$ cat src/rtl/rca_word_scheduler.sv
// -----------------------------------------------------------------------------
// rca_word_scheduler
//
// Time-shares one external 8-bit ripple-carry adder between N_REQ requesters.
// A round-robin arbiter picks one pending requester while idle, its operands
// are latched, and the word add is then streamed through the shared adder one
// byte slice per cycle, least significant slice first. The carry is kept in a
// register between slices. After the last slice a single DONE cycle pulses
// done_o together with the served requester's ack_o bit.
//
// Ports
//   clk_i       clock, rising edge
//   reset_i     asynchronous active-high reset
//   req_i       per-requester request, held high until its ack
//   a_i, b_i    per-requester operands, requester i uses [i*W +: W]
//   cin_i       per-requester carry-in
//   ack_o       one-cycle pulse to the served requester (same cycle as done_o)
//   result_o    sum of the last completed add (partial slices visible in ADD)
//   cout_o      carry-out of the last completed add
//   done_o      one-cycle completion pulse
//   busy_o      high while in ADD or DONE
//   grant_id_o  index of the current or last granted requester
//   add_x_o     operand A slice to the shared adder (0 outside ADD)
//   add_y_o     operand B slice to the shared adder (0 outside ADD)
//   add_cin_o   carry-in to the shared adder (0 outside ADD)
//   add_sum_i   8-bit sum from the shared adder (combinational)
//   add_cout_i  carry-out from the shared adder (combinational)
// -----------------------------------------------------------------------------
module rca_word_scheduler #(
    parameter int N_REQ  = 4,
    parameter int SLICES = 4,
    localparam int W     = 8 * SLICES,
    localparam int IDW   = $clog2(N_REQ),
    localparam int KW    = (SLICES > 1) ? $clog2(SLICES) : 1
) (
    input  logic                 clk_i,
    input  logic                 reset_i,
    input  logic [N_REQ-1:0]     req_i,
    input  logic [N_REQ*W-1:0]   a_i,
    input  logic [N_REQ*W-1:0]   b_i,
    input  logic [N_REQ-1:0]     cin_i,
    output logic [N_REQ-1:0]     ack_o,
    output logic [W-1:0]         result_o,
    output logic                 cout_o,
    output logic                 done_o,
    output logic                 busy_o,
    output logic [IDW-1:0]       grant_id_o,
    output logic [7:0]           add_x_o,
    output logic [7:0]           add_y_o,
    output logic                 add_cin_o,
    input  logic [7:0]           add_sum_i,
    input  logic                 add_cout_i
);

    typedef enum logic [1:0] {
        S_IDLE = 2'd0,
        S_ADD  = 2'd1,
        S_DONE = 2'd2
    } state_t;

    state_t           state_q, state_d;
    logic [IDW-1:0]   ptr_q, ptr_d;
    logic [IDW-1:0]   grant_id_q, grant_id_d;
    logic [KW-1:0]    k_q, k_d;
    logic [W-1:0]     a_q, a_d;
    logic [W-1:0]     b_q, b_d;
    logic [W-1:0]     result_q, result_d;
    logic             cin_q, cin_d;
    logic             carry_q, carry_d;
    logic             cout_q, cout_d;

    // -------------------------------------------------------------------------
    // Round-robin arbiter.
    // Position gi of the rotated view corresponds to requester (ptr + gi) mod
    // N_REQ, so the first set bit of req_rot is the winner. The wrap is done
    // with a single conditional subtract because ptr + gi < 2*N_REQ.
    // -------------------------------------------------------------------------
    logic [IDW-1:0]   rot_idx [N_REQ];
    logic [N_REQ-1:0] req_rot;
    logic [IDW-1:0]   winner;
    logic             any_req;

    genvar gi;
    generate
        for (gi = 0; gi < N_REQ; gi++) begin : g_rot
            logic [IDW:0] sum;
            assign sum         = {1'b0, ptr_q} + (IDW+1)'(gi);
            assign rot_idx[gi] = (sum >= (IDW+1)'(N_REQ))
                               ? IDW'(sum - (IDW+1)'(N_REQ))
                               : sum[IDW-1:0];
            assign req_rot[gi] = req_i[rot_idx[gi]];
        end
    endgenerate

    // Scanning from the far end down lets the nearest requester overwrite
    // any farther one, giving the first match in search order.
    always_comb begin
        winner  = '0;
        any_req = 1'b0;
        for (int i = N_REQ - 1; i >= 0; i--) begin
            if (req_rot[i]) begin
                winner  = rot_idx[i];
                any_req = 1'b1;
            end
        end
    end

    // Operands of the candidate winner, captured only on a grant.
    logic [W-1:0] a_sel;
    logic [W-1:0] b_sel;
    assign a_sel = a_i[winner*W +: W];
    assign b_sel = b_i[winner*W +: W];

    // -------------------------------------------------------------------------
    // Shared adder drive
    // -------------------------------------------------------------------------
    logic       in_add;
    logic [7:0] a_slice;
    logic [7:0] b_slice;

    assign in_add  = (state_q == S_ADD);
    assign a_slice = a_q[k_q*8 +: 8];
    assign b_slice = b_q[k_q*8 +: 8];

    assign add_x_o   = in_add ? a_slice : 8'd0;
    assign add_y_o   = in_add ? b_slice : 8'd0;
    // The requester's carry-in enters only at the first slice; afterwards the
    // ripple continues from the previous slice's carry-out.
    assign add_cin_o = in_add ? ((k_q == '0) ? cin_q : carry_q) : 1'b0;

    // -------------------------------------------------------------------------
    // Status outputs, decoded from registered state so they are glitch-free
    // and all zero while reset is applied.
    // -------------------------------------------------------------------------
    assign done_o     = (state_q == S_DONE);
    assign busy_o     = (state_q == S_ADD) || (state_q == S_DONE);
    assign result_o   = result_q;
    assign cout_o     = cout_q;
    assign grant_id_o = grant_id_q;

    generate
        for (gi = 0; gi < N_REQ; gi++) begin : g_ack
            assign ack_o[gi] = (state_q == S_DONE) && (grant_id_q == IDW'(gi));
        end
    endgenerate

    // -------------------------------------------------------------------------
    // Next-state logic
    // -------------------------------------------------------------------------
    always_comb begin
        state_d    = state_q;
        ptr_d      = ptr_q;
        grant_id_d = grant_id_q;
        k_d        = k_q;
        a_d        = a_q;
        b_d        = b_q;
        cin_d      = cin_q;
        carry_d    = carry_q;
        result_d   = result_q;
        cout_d     = cout_q;

        case (state_q)
            S_IDLE: begin
                if (any_req) begin
                    a_d        = a_sel;
                    b_d        = b_sel;
                    cin_d      = cin_i[winner];
                    grant_id_d = winner;
                    k_d        = '0;
                    // Pointer moves just past the winner so it becomes the
                    // lowest priority for the next arbitration.
                    ptr_d      = (winner == IDW'(N_REQ - 1)) ? '0 : winner + 1'b1;
                    state_d    = S_ADD;
                end
            end

            S_ADD: begin
                result_d[k_q*8 +: 8] = add_sum_i;
                carry_d              = add_cout_i;
                if (k_q == KW'(SLICES - 1)) begin
                    cout_d  = add_cout_i;
                    state_d = S_DONE;
                end else begin
                    k_d = k_q + 1'b1;
                end
            end

            S_DONE: begin
                state_d = S_IDLE;
            end

            default: begin
                state_d = S_IDLE;
            end
        endcase
    end

    // -------------------------------------------------------------------------
    // State registers
    // -------------------------------------------------------------------------
    always_ff @(posedge clk_i or posedge reset_i) begin
        if (reset_i) begin
            state_q    <= S_IDLE;
            ptr_q      <= '0;
            grant_id_q <= '0;
            k_q        <= '0;
            a_q        <= '0;
            b_q        <= '0;
            cin_q      <= 1'b0;
            carry_q    <= 1'b0;
            result_q   <= '0;
            cout_q     <= 1'b0;
        end else begin
            state_q    <= state_d;
            ptr_q      <= ptr_d;
            grant_id_q <= grant_id_d;
            k_q        <= k_d;
            a_q        <= a_d;
            b_q        <= b_d;
            cin_q      <= cin_d;
            carry_q    <= carry_d;
            result_q   <= result_d;
            cout_q     <= cout_d;
        end
    end

endmodule
$ cat config.mk
export PLATFORM = sky130hd
export DESIGN_NAME = rca_word_scheduler
export DESIGN_NICKNAME = d
export VERILOG_FILES = /design/src/rtl/rca_word_scheduler.sv
export SDC_FILE = /design/constraint.sdc
export NUM_CORES = 1
export LEC_CHECK = 0
export BUFFER_PORTS_ARGS = -buffer_cell sky130_fd_sc_hd__buf_2
export CAP_MARGIN = 10
export CORE_AREA = 2 2 130 132
export DETAILED_ROUTE_END_ITERATION = 10
export DIE_AREA = 0 0 132 134
export PLACE_DENSITY_LB_ADDON = 0.1
export SLEW_MARGIN = 20
export SYNTH_ARGS = -nofsm -noshare
export SYNTH_HDL_FRONTEND = slang
export SYNTH_SLANG_ARGS = --single-unit
$ cat constraint.sdc
create_clock -name clk_i -period 7.1 [get_ports clk_i]
set_clock_uncertainty 0.05 [all_clocks]
set_input_delay 1.065 -clock clk_i [delete_from_list [all_inputs] [get_ports clk_i]]
set_output_delay 1.065 -clock clk_i [all_outputs]
set_load 0.02 [all_outputs]
### Yosys cells after proc, flatten, opt, wreduce, memory -nomap -nowiden

Index checks and enable logic that the tools add are counted.

* word-level logic and storage cells: 92
* bits in writable memories: 0
* register bits: 107
* memories kept: 0
* output and inout port bits: 58
* bits in read-only memories: 0
* bits of input ports: 275
* latch bits: 0

* multiply operators: 0
* bitwise operators: 0
* reduce and logical (&&, ||, !) cells: 13
* multiplexer cells: 34
* shift operators: 6
* $add $sub $neg: 10
* order comparisons: 9
* eq/ne operators: 10
* div/mod/pow operators: 0

Operator list (count)
* indexed part select 128 x 8 -> 32 bit: 2
* indexed part select 32 x 6 -> 8 bit: 2
* negation 5 -> 34 bit: 1
* variable shift 8 x 34 -> 32 bit (first input constant): 1
* indexed part select 8 x 34 -> 32 bit: 1
* bitwise mux 32 bit: 1
* two-way mux 2 bit: 13
* two-way mux 8 bit: 2
* less-than comparator 2 x 3 -> 1 bit (second input constant): 5
* two-way mux 1 bit: 11
* binary-select mux 1 bit (select 2 bit): 5
* == test 2 bit (second input constant): 5
* >= comparator 3 bit (second input constant): 3
* one-hot mux 2 bit (2 select lines): 2
* subtractor 2 x 1 -> 2 bit (second input constant): 4
* adder 2 x 2 -> 3 bit (second input constant): 2
* logical NOT 2 bit: 3
* AND reduction 2 bit: 3
* adder 2 x 1 -> 2 bit (second input constant): 2
* == test 2 x 1 -> 1 bit (second input constant): 2
* logical AND 1 bit: 4
* inequality test 2 bit (second input constant): 2
* adder 2 x 1 -> 3 bit (second input constant): 1
* >= comparator 2 x 3 -> 1 bit (second input constant): 1
* other kinds (4): 4

### Longest topological paths before layout

Gate-level depths: netlist (run 1).

* word-level depth: 11
* depth in mapped cells: 9
* depth with buffers taken out: 7

### Least setup slack after synthesis (run 1)

OpenSTA, ideal clock, no wires.

* path kind: reg2out
* start point: reg k_q[1]
* end point: out add_cin_o
* buffers on the path: 1
* path slack: 4488 ps
* arrival: 1497 ps
* stages on the path, launching flop included: 6
* path through: dfrtp_1 clkbuf_1 inv_1 ha_1 mux2i_1 nor2_1

* word-level cells in the longest chain between the ends: 3

Ends and longest elaborated chain
* from (decl): RTL line 64 `logic [KW-1:0] k_q, k_d;`
* from (signal assigned): RTL line 217 `k_q <= k_d;`
* logical NOT 2 bit: RTL line 129 `assign add_cin_o = in_add ? ((k_q == '0) ? cin_q : carry_q) : 1'b0;`
* two-way mux 1 bit (2 in series): RTL line 129
* to (decl): RTL line 50 `output logic add_cin_o,`

No other way between the ends.

### Worst setup path after layout (run 1)

Ends and elaborated chain as after synthesis.

==> impl_metrics.ini, run 1 <==
[status]
outcome = finished, final reports clean

[logic_synthesis]
netlist_area_um2 = 6680
async_reset_ff_share_pct = 100
ys_seq_area_share_pct = 40.1
post_synth_inst_count = 596
syn-mean-instance-area_um2 = 11.2
count_of_flip_flops_with_a_built_in_enable_after_synthesis = 0
postSynthRegisterBits = 107
synthTopCellsByArea = sky130_fd_sc_hd__dfrtp_1 40%, sky130_fd_sc_hd__mux2i_1 14%, sky130_fd_sc_hd__a211oi_1 6.3%
synth_fp_nets = 880
synthesis.yosys.warnings = 0
synth_flop_type = sky130_fd_sc_hd__dfrtp_1
synth.largest_area_cell = sky130_fd_sc_hd__dfrtp_1
synth_cell_type_count = 41
yosys.area.top_type_share_pct = 40.1

[route]
firstDrtPassIters = 4
wl_met1_um = 9420
met3WireLength_um = 1570
highest-signal-layer = met5
total_vias_in_the_final_route = 6056
met2WireLength_um = 11300
post_detailed_route_count_of_antenna_violating_nets = 0
detail_route.vias_per_cell = 5.41
drc_errors = 0
initialDrtViolationCount = 319
detail_route.wirelength_um = 22700
avgRoutedWirePerCell_um = 20.3

[sta]
max-slew-margin-rel_pct = 25.8
rsz_0062_raised_after_global_routing = no
slew_viol_final = 0
period_minus_slack_ps = 3480
timing.final.setup_violations = 0
fmax_mhz = 287
finalSetupTns_ps = 0
final.period_utilization_pct = 49.1
final_hold_viol_count = 0
worst_slew_pin_slew_ps = 1110

[cts]
post-cts-setup-buffer-count = 0
cts.htree.levels = 3
root_buffer_cell = sky130_fd_sc_hd__clkbuf_16
cts_max_path_buffers = 2
cts.reportedPaths.clkPinSlew_ps = 70
cts_num_sinks = 107
cts_inserted_buffers = 9
clock_latency_ps = 350
cts_tree = yes
post_cts.resized_instances = 0
cts_hold_repair.buffers = 0

[cells_and_area]
n_fill_cell = 1531
layout.core_utilization_pct = 52.8
final_common_cell = sky130_fd_sc_hd__buf_2
synthToLayoutAreaGrowth_pct = 28.7
finalNonFillerCells = 1120
fin_nets = 1177
most_frequent_cells_in_the_layout = 332 x sky130_fd_sc_hd__buf_2, 106 x sky130_fd_sc_hd__dfrtp_1, 93 x sky130_fd_sc_hd__mux2i_1
layout-drive-gt1-share_pct = 45.4

[die]
dieArea_um2 = 17700
row_count = 47
core_region_area_um2 = 16300
starting_density_of_the_core_pct = 41.0
die_width_um = 132
floorplan.die.height_um = 134
num_ports = 333

[placed_design]
numPlacedInstances = 1102
port-buffer-count = 332
detail_placement_hpwl_um = 17400
gpl.final_weighted_congestion = 0.896

[global_routing]
grt_usage_pct = 25.4
antenna_found_initial = 4
grt_start_max_net_pins = 78
global_route_congestion_overflow_total = 0
grt_pass1_wl_um = 34500
grt_pass1_vias = 6158

[critical_path]
crit_arrival_ps = 2370
crit_required_ps = 5980
end_kind = output port
start_kind = flop
crit_fanout = 23
criticalPathCategory = flop to output port

[power_and_ir_drop]
power.share.combinational_pct = 54.4
power-per-cell-area_nw_per_um2 = 423
p_switching_mw = 1.63
power.clock.fraction_pct = 13.5
switching_share_pct = 44.6
cell_internal_pwr_mw = 2.02
share_seq_of_total_power_pct = 32.1
vdd_ir_drop_max_mv = 0.167
static-leakage-power_nw = 4.37

[worst_hold_path]
hp-class = flop to flop

[run]
cap_viol_max_count = 0
metrics by stage:
| stage | hold slack [ps] | area (um2) | total power [mW] | setup slack, ps |
|---|---|---|---|---|
| after floorplan | 400 | 6680 | 2.62 | 3170 |
| after global placement | 416 | 8310 | 3.12 | 3420 |
| after detailed placement | 422 | 8310 | 3.18 | 3310 |
| after CTS | 447 | 8600 | 3.67 | 3560 |
| after global routing | 469 | 8600 | 3.90 | 3400 |
| final | 446 | 8600 | 3.64 | 3620 |
area by class of cell:
type,count,area (um2),share of cell area (%)
clock inverters,4,35.0,0.407
flip-flops and latches,107,2680,31.1
clock buffers,11,253,2.94
inverters,8,32.5,0.378
well taps,220,275,3.20
repair buffers,337,1700,19.7
diodes,3,7.51,0.0873
multi-input cells,430,3620,42.1
registers in the layout (all words and copies together) (netlist names):
register and flops:
result_o 32, cout_o 1, state_q 2, b_q 32, grant_id_o 2, cin_q 1
carry_q 1, a_q 32, k_q 2, ptr_q 2
synth_stat cells (all sizes together), types with 2 or more instances:
| cell | instances |
|---|---|
| a211oi | 76 |
| a21boi | 3 |
| a21oi | 5 |
| a22o | 32 |
| and2 | 17 |
| and3 | 39 |
| buf | 39 |
| clkbuf | 12 |
| dfrtp | 107 |
| ha | 9 |
| inv | 8 |
| mux2 | 3 |
| mux2i | 93 |
| mux4 | 16 |
| nand2 | 46 |
| nor2 | 42 |
| nor3b | 2 |
| nor4 | 2 |
| nor4b | 3 |
| o21ai | 2 |
| o221ai | 30 |
kinds of logic after synthesis:
group	Yosys count	synth area share, %
XOR/XNOR	1	0.131
flip-flops	107	40.1
adder cells (fa/ha/maj)	9	1.68
multiplexers	112	19.8
AO/OA/AOI/OAI	153	19.8
buffers and inverters	59	6.23
AND/OR/NAND/NOR	155	12.3
power by group through the flow:
stage               sequential (mW)  combinational, mW  clock [mW]
floorplan                      1.13               1.49           0
global placement               1.17               1.95           0
detailed placement             1.18               2.00           0
CTS                            1.17               2.00       0.498
global route                   1.21               2.15       0.529
finish                         1.17               1.98       0.490
path summary, 6_finish.rpt:
path	cells past startpoint	start	slack (ps)	end
worst max-delay path	5	k_q[1]$_DFFE_PP0P_	3620	add_cin_o
worst min-delay path	2	a_q[13]$_DFFE_PP0P_	450	a_q[13]$_DFFE_PP0P_
worst max register to register	5	ptr_q[1]$_DFFE_PP0P_	4020	a_q[12]$_DFFE_PP0P_
worst min register to register	2	a_q[13]$_DFFE_PP0P_	450	a_q[13]$_DFFE_PP0P_
max in group asynchronous	3	reset_i	5000	result_o[19]$_DFFE_PP0P_
min in group asynchronous	2	reset_i	690	a_q[25]$_DFFE_PP0P_
metal layers:
layer / up-vias / GRT usage [%]
met5: - / 0
met4: 2 / 7.97
met3: 28 / 6.12
met2: 271 / 44.0
met1: 2874 / 31.3
li1: 2881 / -
worst max-delay path, stage by stage (launching register included):
cell	delay [ps]
sky130_fd_sc_hd__dfrtp_1	1040
sky130_fd_sc_hd__inv_1	210
sky130_fd_sc_hd__ha_1	340
sky130_fd_sc_hd__mux2i_1	150
sky130_fd_sc_hd__nor2_1	110
sky130_fd_sc_hd__buf_2	180
Note: power is estimated with default switching activity, not from simulation.
==> run 2, diff against run 1 <==
==> constraint.sdc (replaced) <==
create_clock -name clk_i -period 3.4 [get_ports clk_i]
set_clock_uncertainty 0.05 [all_clocks]
set_input_delay 0.51 -clock clk_i [delete_from_list [all_inputs] [get_ports clk_i]]
set_output_delay 0.51 -clock clk_i [all_outputs]
set_load 0.02 [all_outputs]
==> run 2 against run 1 <==
Critical path depth is the same. Via count grew 0.35%. Global-route usage grew 0.73 points. Combinational power grew 110%. Cell area grew 0.84%. Cell count grew 0.54%. Sequential cell count is the same. Highest routed layer is now met4. Routed wire length grew 2.1%.
==> impl_metrics.ini, run 2 (synthesis results as in run 1) <==
[status]
outcome = finished, final reports clean

[cts]
cts.htree.levels = 3
root_buffer_cell = sky130_fd_sc_hd__clkbuf_16
clock_latency_ps = 350
cts_max_path_buffers = 2
cts_hold_repair.buffers = 0
post-cts-setup-buffer-count = 0
cts_inserted_buffers = 9
post_cts.resized_instances = 0
cts.reportedPaths.clkPinSlew_ps = 80
cts_tree = yes
cts_num_sinks = 107

[global_routing]
global_route_congestion_overflow_total = 0
grt_start_max_net_pins = 58
antenna_found_initial = 2
grt_pass1_wl_um = 35800
grt_usage_pct = 26.1
grt_pass1_vias = 6359

[power_and_ir_drop]
power-per-cell-area_nw_per_um2 = 885
vdd_ir_drop_max_mv = 0.330
static-leakage-power_nw = 4.41

[route]
firstDrtPassIters = 4
avgRoutedWirePerCell_um = 20.6
detail_route.vias_per_cell = 5.40
drc_errors = 0
initialDrtViolationCount = 382
total_vias_in_the_final_route = 6077
post_detailed_route_count_of_antenna_violating_nets = 0
detail_route.wirelength_um = 23200

[placed_design]
port-buffer-count = 332
detail_placement_hpwl_um = 17800
gpl.final_weighted_congestion = 0.874

[die]
core_region_area_um2 = 16300
die_width_um = 132
starting_density_of_the_core_pct = 41.0
row_count = 47
dieArea_um2 = 17700
num_ports = 333
floorplan.die.height_um = 134

[sta]
max-slew-margin-rel_pct = 28.4
fmax_mhz = 342
slew_viol_final = 0
rsz_0062_raised_after_global_routing = no
final_hold_viol_count = 0
timing.final.setup_violations = 0
finalSetupTns_ps = 0
period_minus_slack_ps = 2920
worst_slew_pin_slew_ps = 1070
final.period_utilization_pct = 86.0

[critical_path]
reg2reg_from = ptr_q[1]$_DFFE_PP0P_
timing.reg2reg.setup_slack_ps = 560
start_kind = flop
crit_fanout = 24
worst_r2r_path_depth = 6
crit_required_ps = 2840
criticalPathCategory = flop to output port
worst_r2r_endpoint = b_q[11]$_DFFE_PP0P_
end_kind = output port
crit_arrival_ps = 2360

[cells_and_area]
synthToLayoutAreaGrowth_pct = 29.8
layout-drive-gt1-share_pct = 45.8
layout.core_utilization_pct = 53.3
most_frequent_cells_in_the_layout = 332 x sky130_fd_sc_hd__buf_2, 106 x sky130_fd_sc_hd__dfrtp_1, 93 x sky130_fd_sc_hd__mux2i_1
fin_nets = 1183
final_common_cell = sky130_fd_sc_hd__buf_2

[worst_hold_path]
hp-class = primary input to asynchronous set/reset pin

[run]
cap_viol_max_count = 0
==> run 2: changes by cell type in the layout (fill, tap and decap cells not counted), sizes merged <==
| cell | previous run | this run |
|---|---|---|
| inv | 9 | 12 |
| diode | 3 | 2 |
| buf | 337 | 343 |
| clkbuf | 11 | 9 |
==> run 2: per-stage QoR <==
| stage | worst slack, ps | total power [mW] | instances | hold slack, ps | cell area (um2) |
|---|---|---|---|---|---|
| floorplan | 22.8 | 5.48 | 596 | 400 | 6680 |
| global placement | 525 | 6.58 | 1108 | 417 | 8380 |
| detailed placement | 329 | 6.69 | 1108 | 422 | 8380 |
| CTS | 423 | 7.76 | 1124 | 241 | 8670 |
| global route | 254 | 8.23 | 1126 | 252 | 8680 |
| finish | 477 | 7.68 | 1126 | 201 | 8680 |
==> run 2: critical path, cell delays in order, from the launching register on <==
cell and delay, ps:
sky130_fd_sc_hd__dfrtp_2 870, sky130_fd_sc_hd__inv_1 300, sky130_fd_sc_hd__ha_1 380, sky130_fd_sc_hd__mux2i_1 150, sky130_fd_sc_hd__nor2_1 120, sky130_fd_sc_hd__buf_2 180
==> run 2: cell type report <==
cell class,instances,area (um2)
inverters,8,32.5
diodes,2,5.00
clock inverters,7,67.6
well taps,220,275
multi-input cells,430,3620
repair buffers,343,1770
flip-flops and latches,107,2680
fillers,1480,7610
clock buffers,9,225
==> run 2: report_power, final <==
part / internal (mW) / total (mW) / switching, mW
Combinational: 1.81 / 4.24 / 2.43
Clock: 0.518 / 1.05 / 0.530
Sequential: 1.89 / 2.39 / 0.503
Total: 4.22 / 7.68 / 3.46
==> run 2: routing by layer <==
layer	vias to the layer above	part of all wire (%)	GRT usage [%]
met5	-	0	0
met4	0	1.3	7.31
met3	19	6.3	4.38
met2	256	51	45.3
met1	2921	42	33.7
li1	2881	-	-
==> run 2: worst max-delay path by stage <==
stage,from,end,slack (ps),depth (start not counted)
4_1_cts,k_q[0]$_DFFE_PP0P_,add_cin_o,420,5
3_5_place_dp,req_i[1],b_q[20]$_DFFE_PP0P_,330,7
6_report,k_q[0]$_DFFE_PP0P_,add_cin_o,480,5
3_3_place_gp,req_i[1],b_q[13]$_DFFE_PP0P_,530,7
5_1_grt,k_q[0]$_DFFE_PP0P_,add_cin_o,250,5
2_1_floorplan,reset_i,a_q[0]$_DFFE_PP0P_,20,1
==> run 3, diff against run 2 <==
--- a/config.mk
+++ b/config.mk
@@ -5,7 +5,7 @@
 export SDC_FILE = /design/constraint.sdc
 export NUM_CORES = 1
 export LEC_CHECK = 0
-export BUFFER_PORTS_ARGS = -buffer_cell sky130_fd_sc_hd__buf_2
+export BUFFER_PORTS_ARGS = -buffer_cell sky130_fd_sc_hd__clkbuf_2
 export CAP_MARGIN = 10
 export CORE_AREA = 2 2 130 132
 export DETAILED_ROUTE_END_ITERATION = 10
==> run 3 against run 2 <==
Worst hold slack better by 13 ps. Clock-buffer cell count unchanged. Routed wire length down 0.77%. Largest cell class unchanged.
==> impl_metrics.ini, run 3 (synthesis results as in run 1) <==
[worst_hold_path]
hp-class = primary input to asynchronous set/reset pin

[critical_path]
worst_r2r_endpoint = a_q[10]$_DFFE_PP0P_
crit_required_ps = 2840
crit_fanout = 10
cpPeakStageDelay_ps = 570
reg2reg_from = ptr_q[1]$_DFFE_PP0P_
crit_arrival_ps = 2090
criticalPathCategory = flop to output port
timing.critical_path.slowest_stage_cell = sky130_fd_sc_hd__dfrtp_2
worst_r2r_path_depth = 6
path_cells = buf_4 > mux4_2 > and2_1 > clkbuf_2
timing.reg2reg.setup_slack_ps = 790
start_kind = flop
end_kind = output port

[die]
floorplan.die.height_um = 134
row_count = 47
die_width_um = 132
num_ports = 333
dieArea_um2 = 17700
core_region_area_um2 = 16300
starting_density_of_the_core_pct = 41.0

[sta]
finalSetupTns_ps = 0
slew_viol_final = 0
final_hold_viol_count = 0
max-slew-margin-rel_pct = 29.3
holdWs_ps = 214
worst_slew_pin_slew_ps = 1060
fmax_mhz = 377
timing.final.setup_violations = 0
period_minus_slack_ps = 2650
final.period_utilization_pct = 78.0
rsz_0062_raised_after_global_routing = no

[cts]
post-cts-setup-buffer-count = 0
root_buffer_cell = sky130_fd_sc_hd__clkbuf_16
cts_max_path_buffers = 2
clock_latency_ps = 350
cts.htree.levels = 3
cts_inserted_buffers = 9
cts_num_sinks = 107
cts_tree = yes
cts.reportedPaths.clkPinSlew_ps = 80
post_cts.resized_instances = 0
cts_hold_repair.buffers = 0

[route]
detail_route.vias_per_cell = 5.53
total_vias_in_the_final_route = 6241
initialDrtViolationCount = 322
detail_route.wirelength_um = 23000
avgRoutedWirePerCell_um = 20.4
firstDrtPassIters = 5
drc_errors = 0
post_detailed_route_count_of_antenna_violating_nets = 0

[cells_and_area]
n_fill_cell = 1481
fin_nets = 1188
synthToLayoutAreaGrowth_pct = 30.4
count_of_antenna_diodes_in_the_layout = 0
most_frequent_cells_in_the_layout = 332 x sky130_fd_sc_hd__clkbuf_2, 106 x sky130_fd_sc_hd__dfrtp_1, 93 x sky130_fd_sc_hd__mux2i_1
layout.core_utilization_pct = 53.5
layout-drive-gt1-share_pct = 46.1
final_area_um2 = 8720
final_common_cell = sky130_fd_sc_hd__clkbuf_2

[status]
outcome = finished, final reports clean

[global_routing]
antenna_found_initial = 0
grt_pass1_wl_um = 35400
grt_start_max_net_pins = 57
grt_usage_pct = 25.9
global_route_congestion_overflow_total = 0
grt_pass1_vias = 6439

[power_and_ir_drop]
switching_share_pct = 45.2
cell_internal_pwr_mw = 4.24
p_switching_mw = 3.49
power-per-cell-area_nw_per_um2 = 886
vdd_ir_drop_max_mv = 0.309
power.clock.fraction_pct = 13.6
power.share.combinational_pct = 55.6
share_seq_of_total_power_pct = 30.8
static-leakage-power_nw = 4.46

[placed_design]
placedInstanceArea_um2 = 8430
port-buffer-count = 332
gpl.final_weighted_congestion = 1.00
detail_placement_hpwl_um = 17900

[run]
cap_viol_max_count = 0
## run 3: cell types whose count changed in the layout (fill, tap and decap cells not counted)
cell,delta
sky130_fd_sc_hd__clkbuf_2,+332
sky130_fd_sc_hd__buf_12,+1
sky130_fd_sc_hd__buf_2,-332
sky130_fd_sc_hd__clkinv_8,-1
sky130_fd_sc_hd__diode_2,-2
sky130_fd_sc_hd__inv_8,+1
sky130_fd_sc_hd__clkinvlp_4,+1
sky130_fd_sc_hd__buf_4,+4
sky130_fd_sc_hd__clkinv_2,-1
## run 3: critical path: cells and delay by family, from the launching register on
family                 cells  cell delay, ps
DFF                        1             570
muxes                      1             520
buffers and inverters      2             460
and+or+nand+nor            1             180
## run 3: worst max-delay path by stage
stage	slack, ps	start	end
after global routing	620	state_q[0]$_DFFE_PP0P_	b_q[1]$_DFFE_PP0P_
after detailed placement	650	req_i[1]	a_q[10]$_DFFE_PP0P_
final	750	k_q[0]$_DFFE_PP0P_	add_x_o[2]
after global placement	780	req_i[1]	a_q[14]$_DFFE_PP0P_
after floorplan	20	reset_i	a_q[0]$_DFFE_PP0P_
after CTS	720	k_q[0]$_DFFE_PP0P_	add_x_o[2]
## run 3: per-layer routing
layer | GRT usage (%) | part of all wire [%] | vias to the layer above | wire, um
li1 | - | - | 2909 | -
met1 | 32.8 | 41 | 3011 | 9520
met2 | 44.7 | 50 | 288 | 11400
met3 | 4.80 | 6.7 | 33 | 1530
met4 | 8.45 | 2.1 | 0 | 493
met5 | 0 | 0 | - | 0
## run 3: through the flow
stage          power [mW]  instances  setup WS, ps
2_1_floorplan        5.48        596          22.8
3_3_place_gp         6.61       1113           781
3_5_place_dp         6.71       1113           649
4_1_cts              7.78       1129           720
5_1_grt              8.25       1129           617
6_report             7.73       1129           749
## run 3: power by group through the flow
stage / registers (mW) / logic (mW) / clock network, mW
after floorplan: 2.36 / 3.12 / 0
after global placement: 2.37 / 4.23 / 0
after detailed placement: 2.40 / 4.32 / 0
after CTS: 2.38 / 4.34 / 1.07
after global routing: 2.45 / 4.67 / 1.12
final: 2.38 / 4.30 / 1.05
## run 3: final cells by class
cell class                 count  area, um2  area share [%]
sequential                   107       2680            30.7
clock inverter                 7       65.1           0.746
tap                          220        275            3.16
inverter                       8       32.5           0.373
timing repair buffer         348       1820            20.9
multi-input combinational    430       3620            41.5
clock buffer                   9        225            2.58
